`src/rtl/uppmul.sv`:
```
// -----------------------------------------------------------------------------
// uppmul : unsigned sequential shift-add multiplier with fixed-point rescale.
//
// Converts a Q-format value back to integer scale:
//    p = min((a*b) >> FRAC, 2^PWIDTH-1)
// One multiplier bit is consumed per clock, LSB first. done rises BWIDTH+1
// clocks after the launching edge (or on the launching edge itself when an
// operand is zero) and is held until the next rising edge of start.
//
// Optional build macro: UPPMUL_ROUND_EN -> round-half-up before the shift
// (only meaningful for FRAC > 0; identical latency in both builds).
//
// Parameters:
//    AWIDTH : multiplicand width
//    BWIDTH : multiplier width, also the iteration count
//    FRAC   : fractional bits dropped from the full product
//    PWIDTH : output width; the shifted product saturates to this width
//
// Ports:
//    clk   in   rising-edge clock
//    rst   in   asynchronous active-high reset
//    start in   rising edge launches a multiply (a, b sampled on that edge)
//    a     in   AWIDTH multiplicand
//    b     in   BWIDTH multiplier
//    p     out  PWIDTH result, previous value kept while a multiply runs
//    done  out  result valid, held until the next start rising edge
//    ovf   out  shifted product did not fit in PWIDTH bits, p saturated
// -----------------------------------------------------------------------------
module uppmul #(
   parameter int AWIDTH = 32,
   parameter int BWIDTH = 16,
   parameter int FRAC   = 16,
   parameter int PWIDTH = 32
) (
   input  logic              clk,
   input  logic              rst,
   input  logic              start,
   input  logic [AWIDTH-1:0] a,
   input  logic [BWIDTH-1:0] b,
   output logic [PWIDTH-1:0] p,
   output logic              done,
   output logic              ovf
);

   // Accumulator: upper AWIDTH+1 bits collect partial sums, lower BWIDTH bits
   // start out holding the multiplier and are shifted out as they are used.
   localparam int FW = AWIDTH + BWIDTH + 1;
   localparam int SW = (PWIDTH > FW) ? PWIDTH : FW;
   localparam int CW = $clog2(BWIDTH + 1);
   localparam logic [CW-1:0] CNT_LOAD = CW'(BWIDTH);

`ifdef UPPMUL_ROUND_EN
   // Half an LSB of the result; zero when FRAC == 0.
   localparam logic [FW-1:0] RND = (FW'(1) << FRAC) >> 1;
`else
   localparam logic [FW-1:0] RND = '0;
`endif

   typedef enum logic {
      S_IDLE = 1'b0,
      S_RUN  = 1'b1
   } state_t;

   state_t            r_state;
   logic              r_start_d;
   logic [CW-1:0]     r_cnt;
   logic [AWIDTH-1:0] r_a;
   logic [FW-1:0]     r_acc;

   logic              w_launch;
   logic              w_zero;
   logic [AWIDTH:0]   w_sum;
   logic [FW:0]       w_shift_full;
   logic [FW-1:0]     w_step;
   logic [FW-1:0]     w_rnd;
   logic [SW-1:0]     w_s;
   logic              w_ovf;
   logic [PWIDTH-1:0] w_p;

   assign w_launch = start & ~r_start_d;
   assign w_zero   = (a == '0) || (b == '0);

   // Add the multiplicand when the current multiplier bit (acc LSB) is set,
   // then shift the whole accumulator right by one.
   assign w_sum        = {1'b0, r_acc[AWIDTH+BWIDTH-1:BWIDTH]} + (r_acc[0] ? {1'b0, r_a} : '0);
   assign w_shift_full = {1'b0, w_sum, r_acc[BWIDTH-1:0]};
   assign w_step       = w_shift_full[FW:1];

   // After BWIDTH steps the low AWIDTH+BWIDTH bits are the exact product and
   // the top bit is free to absorb the rounding carry.
   assign w_rnd = r_acc + RND;
   assign w_s   = SW'(w_rnd) >> FRAC;
   assign w_ovf = |(w_s >> PWIDTH);
   assign w_p   = w_ovf ? '1 : w_s[PWIDTH-1:0];

   // Control FSM, datapath registers and registered outputs.
   always_ff @(posedge clk or posedge rst) begin
      if (rst) begin
         r_state   <= S_IDLE;
         r_start_d <= 1'b0;
         r_cnt     <= '0;
         r_a       <= '0;
         r_acc     <= '0;
         p         <= '0;
         done      <= 1'b0;
         ovf       <= 1'b0;
      end else begin
         r_start_d <= start;
         if (w_launch) begin
            // A launch always wins, aborting any multiply in flight.
            r_a  <= a;
            done <= 1'b0;
            ovf  <= 1'b0;
            if (w_zero) begin
               r_acc   <= '0;
               r_cnt   <= '0;
               p       <= '0;
               done    <= 1'b1;
               r_state <= S_IDLE;
            end else begin
               // Cleared partial-sum half, multiplier loaded in the low half.
               r_acc   <= {{(AWIDTH+1){1'b0}}, b};
               r_cnt   <= CNT_LOAD;
               r_state <= S_RUN;
            end
         end else begin
            case (r_state)
               S_RUN: begin
                  if (r_cnt != '0) begin
                     r_acc <= w_step;
                     r_cnt <= r_cnt - CW'(1);
                  end else begin
                     p       <= w_p;
                     ovf     <= w_ovf;
                     done    <= 1'b1;
                     r_state <= S_IDLE;
                  end
               end
               S_IDLE: begin
                  r_state <= S_IDLE;
               end
               default: begin
                  r_state <= S_IDLE;
               end
            endcase
         end
      end
   end

endmodule

```
`config.mk`:
```
export PLATFORM = sky130hd
export DESIGN_NAME = uppmul
export DESIGN_NICKNAME = d
export VERILOG_FILES = /design/src/rtl/uppmul.sv
export SDC_FILE = /design/constraint.sdc
export NUM_CORES = 1
export LEC_CHECK = 0
export ABC_AREA = 1
export ABC_CLOCK_PERIOD_IN_PS = 12600
export CAP_MARGIN = 20
export CORE_MARGIN = 2
export CORE_UTILIZATION = 31
export CTS_CLUSTER_SIZE = 12
export DETAILED_ROUTE_END_ITERATION = 16
export PLACE_DENSITY = 0.6
export SLEW_MARGIN = 20
export SYNTH_ARGS = -nofsm -noshare
export SYNTH_HDL_FRONTEND = slang
export SYNTH_SLANG_ARGS = --single-unit
export TNS_END_PERCENT = 5
```
`constraint.sdc`:
```
create_clock -name clk -period 12.6 [get_ports clk]
set_input_delay 2.52 -clock clk [delete_from_list [all_inputs] [get_ports clk]]
set_output_delay 2.52 -clock clk [all_outputs]
set_load 0.02 [all_outputs]
```
* Word level (Yosys, flattened, before mapping)
Index checks and enable logic that the tools add are counted.
Cells by class: add/sub/neg operators 2, eq/ne operators 2, muxes and demuxes 25, bitwise logic cells 3, reduce and logical (&&, ||, !) cells 9
Operators by type and width (number):
- $mux W32 | 6
- $mux W49 | 3
- $add A32 B32 Y33 | 1
- $logic_not A32 Y1 | 1
- $mux W5 | 4
- $logic_not A16 Y1 | 1
- $mux W16 | 1
- $mux W1 | 10
- $reduce_bool A5 Y1 | 1
- $sub A5 B1 Y5 const B | 1
- $reduce_and A2 Y1 | 2
- $reduce_bool A2 Y1 | 2
- $reduce_and A3 Y1 | 1
- $ne A2 B1 Y1 const B | 1
- $ne A2 B2 Y1 const B | 1
- $not A1 Y1 | 2
- $pmux W1 S2 | 1
- $and A1 B1 Y1 | 1
- $logic_or A1 B1 Y1 | 1
Storage, ports and cells: register bits after elaboration 122, input bits 51, output and inout bits 34, word-level logic and storage cells 49

* Logic depth before layout (Yosys ltp)
depth after elaboration 5, mapped depth 18, mapped depth without buffers 16

* Least setup slack after synthesis
No wires, ideal clock.
kind input -> register, start point in a[15], end point reg p[0], setup time 117 ps, data arrival time 3513 ps, data required time 12483 ps, path slack 8969 ps, stages on the path 9, path buffers 1, path through inv_1 -> nand4_1 -> nor2_1 -> nand4_1 -> nand3_1 -> nand2_2 -> buf_4 -> nand2_1 -> nand2_1
On the way: longest elaborated chain between the ends 4
Ends and longest elaborated chain:
- from (decl) | line 38 | input logic [AWIDTH-1:0] a,
- $logic_not A32 Y1 | line 81 | assign w_zero = (a == '0) || (b == '0);
- $logic_or A1 B1 Y1 | line 81
- $ne A2 B1 Y1 (no line)
- $reduce_and A3 Y1 (no line)
- to (signal assigned) | line 133 | p <= w_p;
- to (decl) | line 40 | output logic [PWIDTH-1:0] p,
No other way between the ends. A chain may end at the register's enable or synchronous reset.

* Final worst setup path
start point in a[21], end point reg p[20]
The elaborated chain is that of the path after synthesis.

==> summary.txt <==
Global route
  – Met1 usage: 0.2536
  – Vias in the first global route: 6,521
  – GRT busiest layer: met1
  – Largest net degree at the start of global routing: 81
  – GRT overflow: 0
  – Met2 Usage GRT: 0.2261
  – Global-route wire length before repair: 33,670 um
  – Initial antenna violation count: 0
  – Routing usage on met3: 0.02773
  – All-Layer GR Usage: 0.1624

Finish
  – Most common cell after layout, fill and taps aside: nand2_1
  – Share of post-route cells with drive strength above 1: 0.03928
  – Nets: 1,295
  – Fillers: 2,580
  – Area grow syn2layout: 21.75%
  – Inserted Diodes: 0
  – Commonest cells after routing, fill and taps aside: 427 x nand2_1, 196 x inv_1, 118 x dfrtp_1, 83 x clkdlybuf4s50_1, 72 x nor2_1
  – Finished Cell Area: 0.009364 mm^2

Routing
  – Final WL: 20,480 um
  – Via density per instance: 4.509
  – Wire per inst: 13.24 um
  – Final ANT Viol Nets: 0
  – First DRT Iteration DRCs: 354
  – Drt drc: 0
  – Drt pass-1 iters: 5
  – DR vias: 6,971

Power
  – Worst VDD drop: 0.07547 mV
  – Clock network power share: 0.296
  – Leakage: 5.219 nW
  – Internal power: 1.017 mW
  – Sequential share of power: 0.347
  – Psw: 0.6669 mW
  – Comb power frac: 0.357
  – Pwr per Cell Area: 179.8 mW/mm^2
  – Net Sw Frac: 0.3961

Synth
  – Sequential-to-total area share from yosys stat: 0.3904
  – Post-synthesis instance total: 1,143
  – Synth warn: 0
  – Mapped cell area: 0.007691 mm^2
  – Syn nets: 1,229
  – Synth unique cells: 35
  – #FFs+latches synth: 120
  – Synth Area per Inst: 6.729 um^2

Timing
  – Clock Skew: 9.666 ps
  – Final period util: 0.3803
  – Rel. slew slack: 0.4706
  – Setup TNS: 0 ps
  – Final slew viol count: 0
  – Period minus WS final: 4792 ps
  – Worst-Margin Slew: 792.3 ps
  – Final setup vio count: 0
  – Fmax achieved: 0.2087 GHz
  – RSZ-0062 raised after global routing: false
  – Final hold viol count: 0

Critical path
  – Critical path arrival: 5100 ps
  – Max FO, Critical Path: 33
  – Kind of critical path: input port to register
  – Slowest-stage cell, CP: nand4_1
  – CP Launch Type: input port
  – CP peak stage delay: 640 ps
  – Flop2flop setup slack: 9900 ps
  – CP Data Required Time: 12,910 ps
  – Setup crit end kind: register
  – Worst-path cell chain: clkdlybuf4s50_1 -> inv_1 -> nand4_1 -> nor2_1 -> nand4_1 -> nand3_1 -> nand2_2 -> nand2_1 -> nand2_1

Floorplan
  – Die height: 161.5 um
  – Row Count: 57
  – DIE WIDTH: 161.5 um
  – Top-Level Pins: 85
  – Starting density of the core: 0.3163
  – Core area: 0.02432 mm^2
  – Die Area: 0.02609 mm^2

Clock network
  – Number of buffers on the longest clock path: 2
  – Later-pin clock latency in the skew report: 420 ps
  – # resized after CTS: 0
  – # Post-CTS Setup Buffers: 0
  – CTS tree: built
  – Cts bufs inserted: 17
  – CTS Hold Bufs: 0
  – Htree depth: 4
  – CTS root buffer: clkbuf_16
  – TritonCTS Sinks: 120
  – Clock transition at path regs: 60 ps

Place
  – Final RePlAce weighted congestion: 0.8978
  – Detailed placement HPWL: 15,520 um
  – Area after DPL: 0.008765 mm^2
  – Port Buf Inserts: 83

Run
  – Max Cap Viol: 0

Status
  – Status: completed

Min path
  – HP Class: register to register
Yosys cell counts (all sizes together):
cell | n | share of area
and2 | 2 | 0.0016
inv | 201 | 0.099
dfrtp | 120 | 0.39
a21o | 2 | 0.0020
ha | 34 | 0.055
nand2 | 429 | 0.21
a22oi | 1 | 0.00098
xnor2 | 2 | 0.0023
o21bai | 1 | 0.00098
buf | 15 | 0.012
nor3 | 5 | 0.0033
fa | 1 | 0.0026
nor2 | 78 | 0.047
nor4 | 2 | 0.0016
or2 | 1 | 0.00081
xor2 | 2 | 0.0023
o21a | 1 | 0.00098
a21oi | 50 | 0.033
o22ai | 2 | 0.0016
o21ai | 66 | 0.043
nand3 | 42 | 0.027
conb | 1 | 0.00049
nand4 | 58 | 0.047
nand3b | 4 | 0.0039
clkbuf | 23 | 0.011
cell type report:
cell class | instances | area [um^2] | area share
timing repair buffer | 85 | 845.8 | 0.09033
clock buffer | 20 | 446.7 | 0.04770
multi-input combinational | 784 | 3749 | 0.4003
sequential | 120 | 3005 | 0.3210
clock inverter | 12 | 150.1 | 0.01603
tap | 324 | 405.4 | 0.04329
inverter | 201 | 762.0 | 0.08137
stage by stage:
step / setup slack [ps] / hold WS [ps] / utilization / instances / total power, mW
after floorplan: 6894 / 452.9 / - / 1143 / 0.9964
after global placement: 7287 / 458.7 / 0.3604 / 1514 / 1.179
after detailed placement: 7281 / 461.3 / 0.3604 / 1514 / 1.191
after CTS: 7730 / 476.3 / 0.3849 / 1546 / 1.698
final: 7808 / 468.4 / 0.3850 / 1546 / 1.684
after global routing: 7490 / 492.1 / 0.3850 / 1546 / 1.808
per-layer routing:
layer / routed length (um) / vias up
met5: 0 / -
met4: 214 / 0
met3: 1076 / 19
met2: 8129 / 148
met1: 11060 / 3107
li1: - / 3697
path summary, 6_finish.rpt:
path                                            from                    end  cells after the start
worst max-delay path                           a[21]      p[20]$_DFFE_PP0P_                      9
worst min-delay path                p[5]$_DFFE_PP0P_       p[5]$_DFFE_PP0P_                      2
worst max register to register  r_acc[0]$_DFFE_PP0P_  r_acc[45]$_DFFE_PP0P_                     15
worst min register to register      p[5]$_DFFE_PP0P_       p[5]$_DFFE_PP0P_                      2
max in group asynchronous                        rst      r_state$_DFF_PP0_                      3
min in group asynchronous                        rst  r_acc[12]$_DFFE_PP0P_                      2
cell families (layout without fill, tap and decap cells):
group / after synthesis / count (layout) / synth area share
other: 1 / 1 / 0.0004876
AND/OR/NAND/NOR: 621 / 621 / 0.3424
adder cells (fa/ha/maj): 35 / 35 / 0.05791
flip-flops: 120 / 120 / 0.3904
buffers and inverters: 239 / 318 / 0.1222
AO/OA/AOI/OAI: 123 / 123 / 0.08199
XOR/XNOR: 4 / 4 / 0.004556
registers in the layout, summed over array words and instances (netlist names):
| name | flops |
|---|---|
| done | 1 |
| p | 32 |
| r_a | 32 |
| r_acc | 48 |
| r_cnt | 5 |
| r_start_d | 1 |
| r_state | 1 |
critical path, delay by kind of cell:
kind / cells / cell delay [ps]
buffers and inverters: 2 / 480
and+or+nand+nor: 7 / 2070
power groups by stage:
stage	registers, mW	clock network (mW)	logic, mW
finish	0.585	0.498	0.601
global route	0.599	0.525	0.683
floorplan	0.559	0	0.438
CTS	0.583	0.511	0.604
detailed placement	0.589	0	0.602
global placement	0.588	0	0.592
Note: power is estimated with default switching activity, not from simulation.
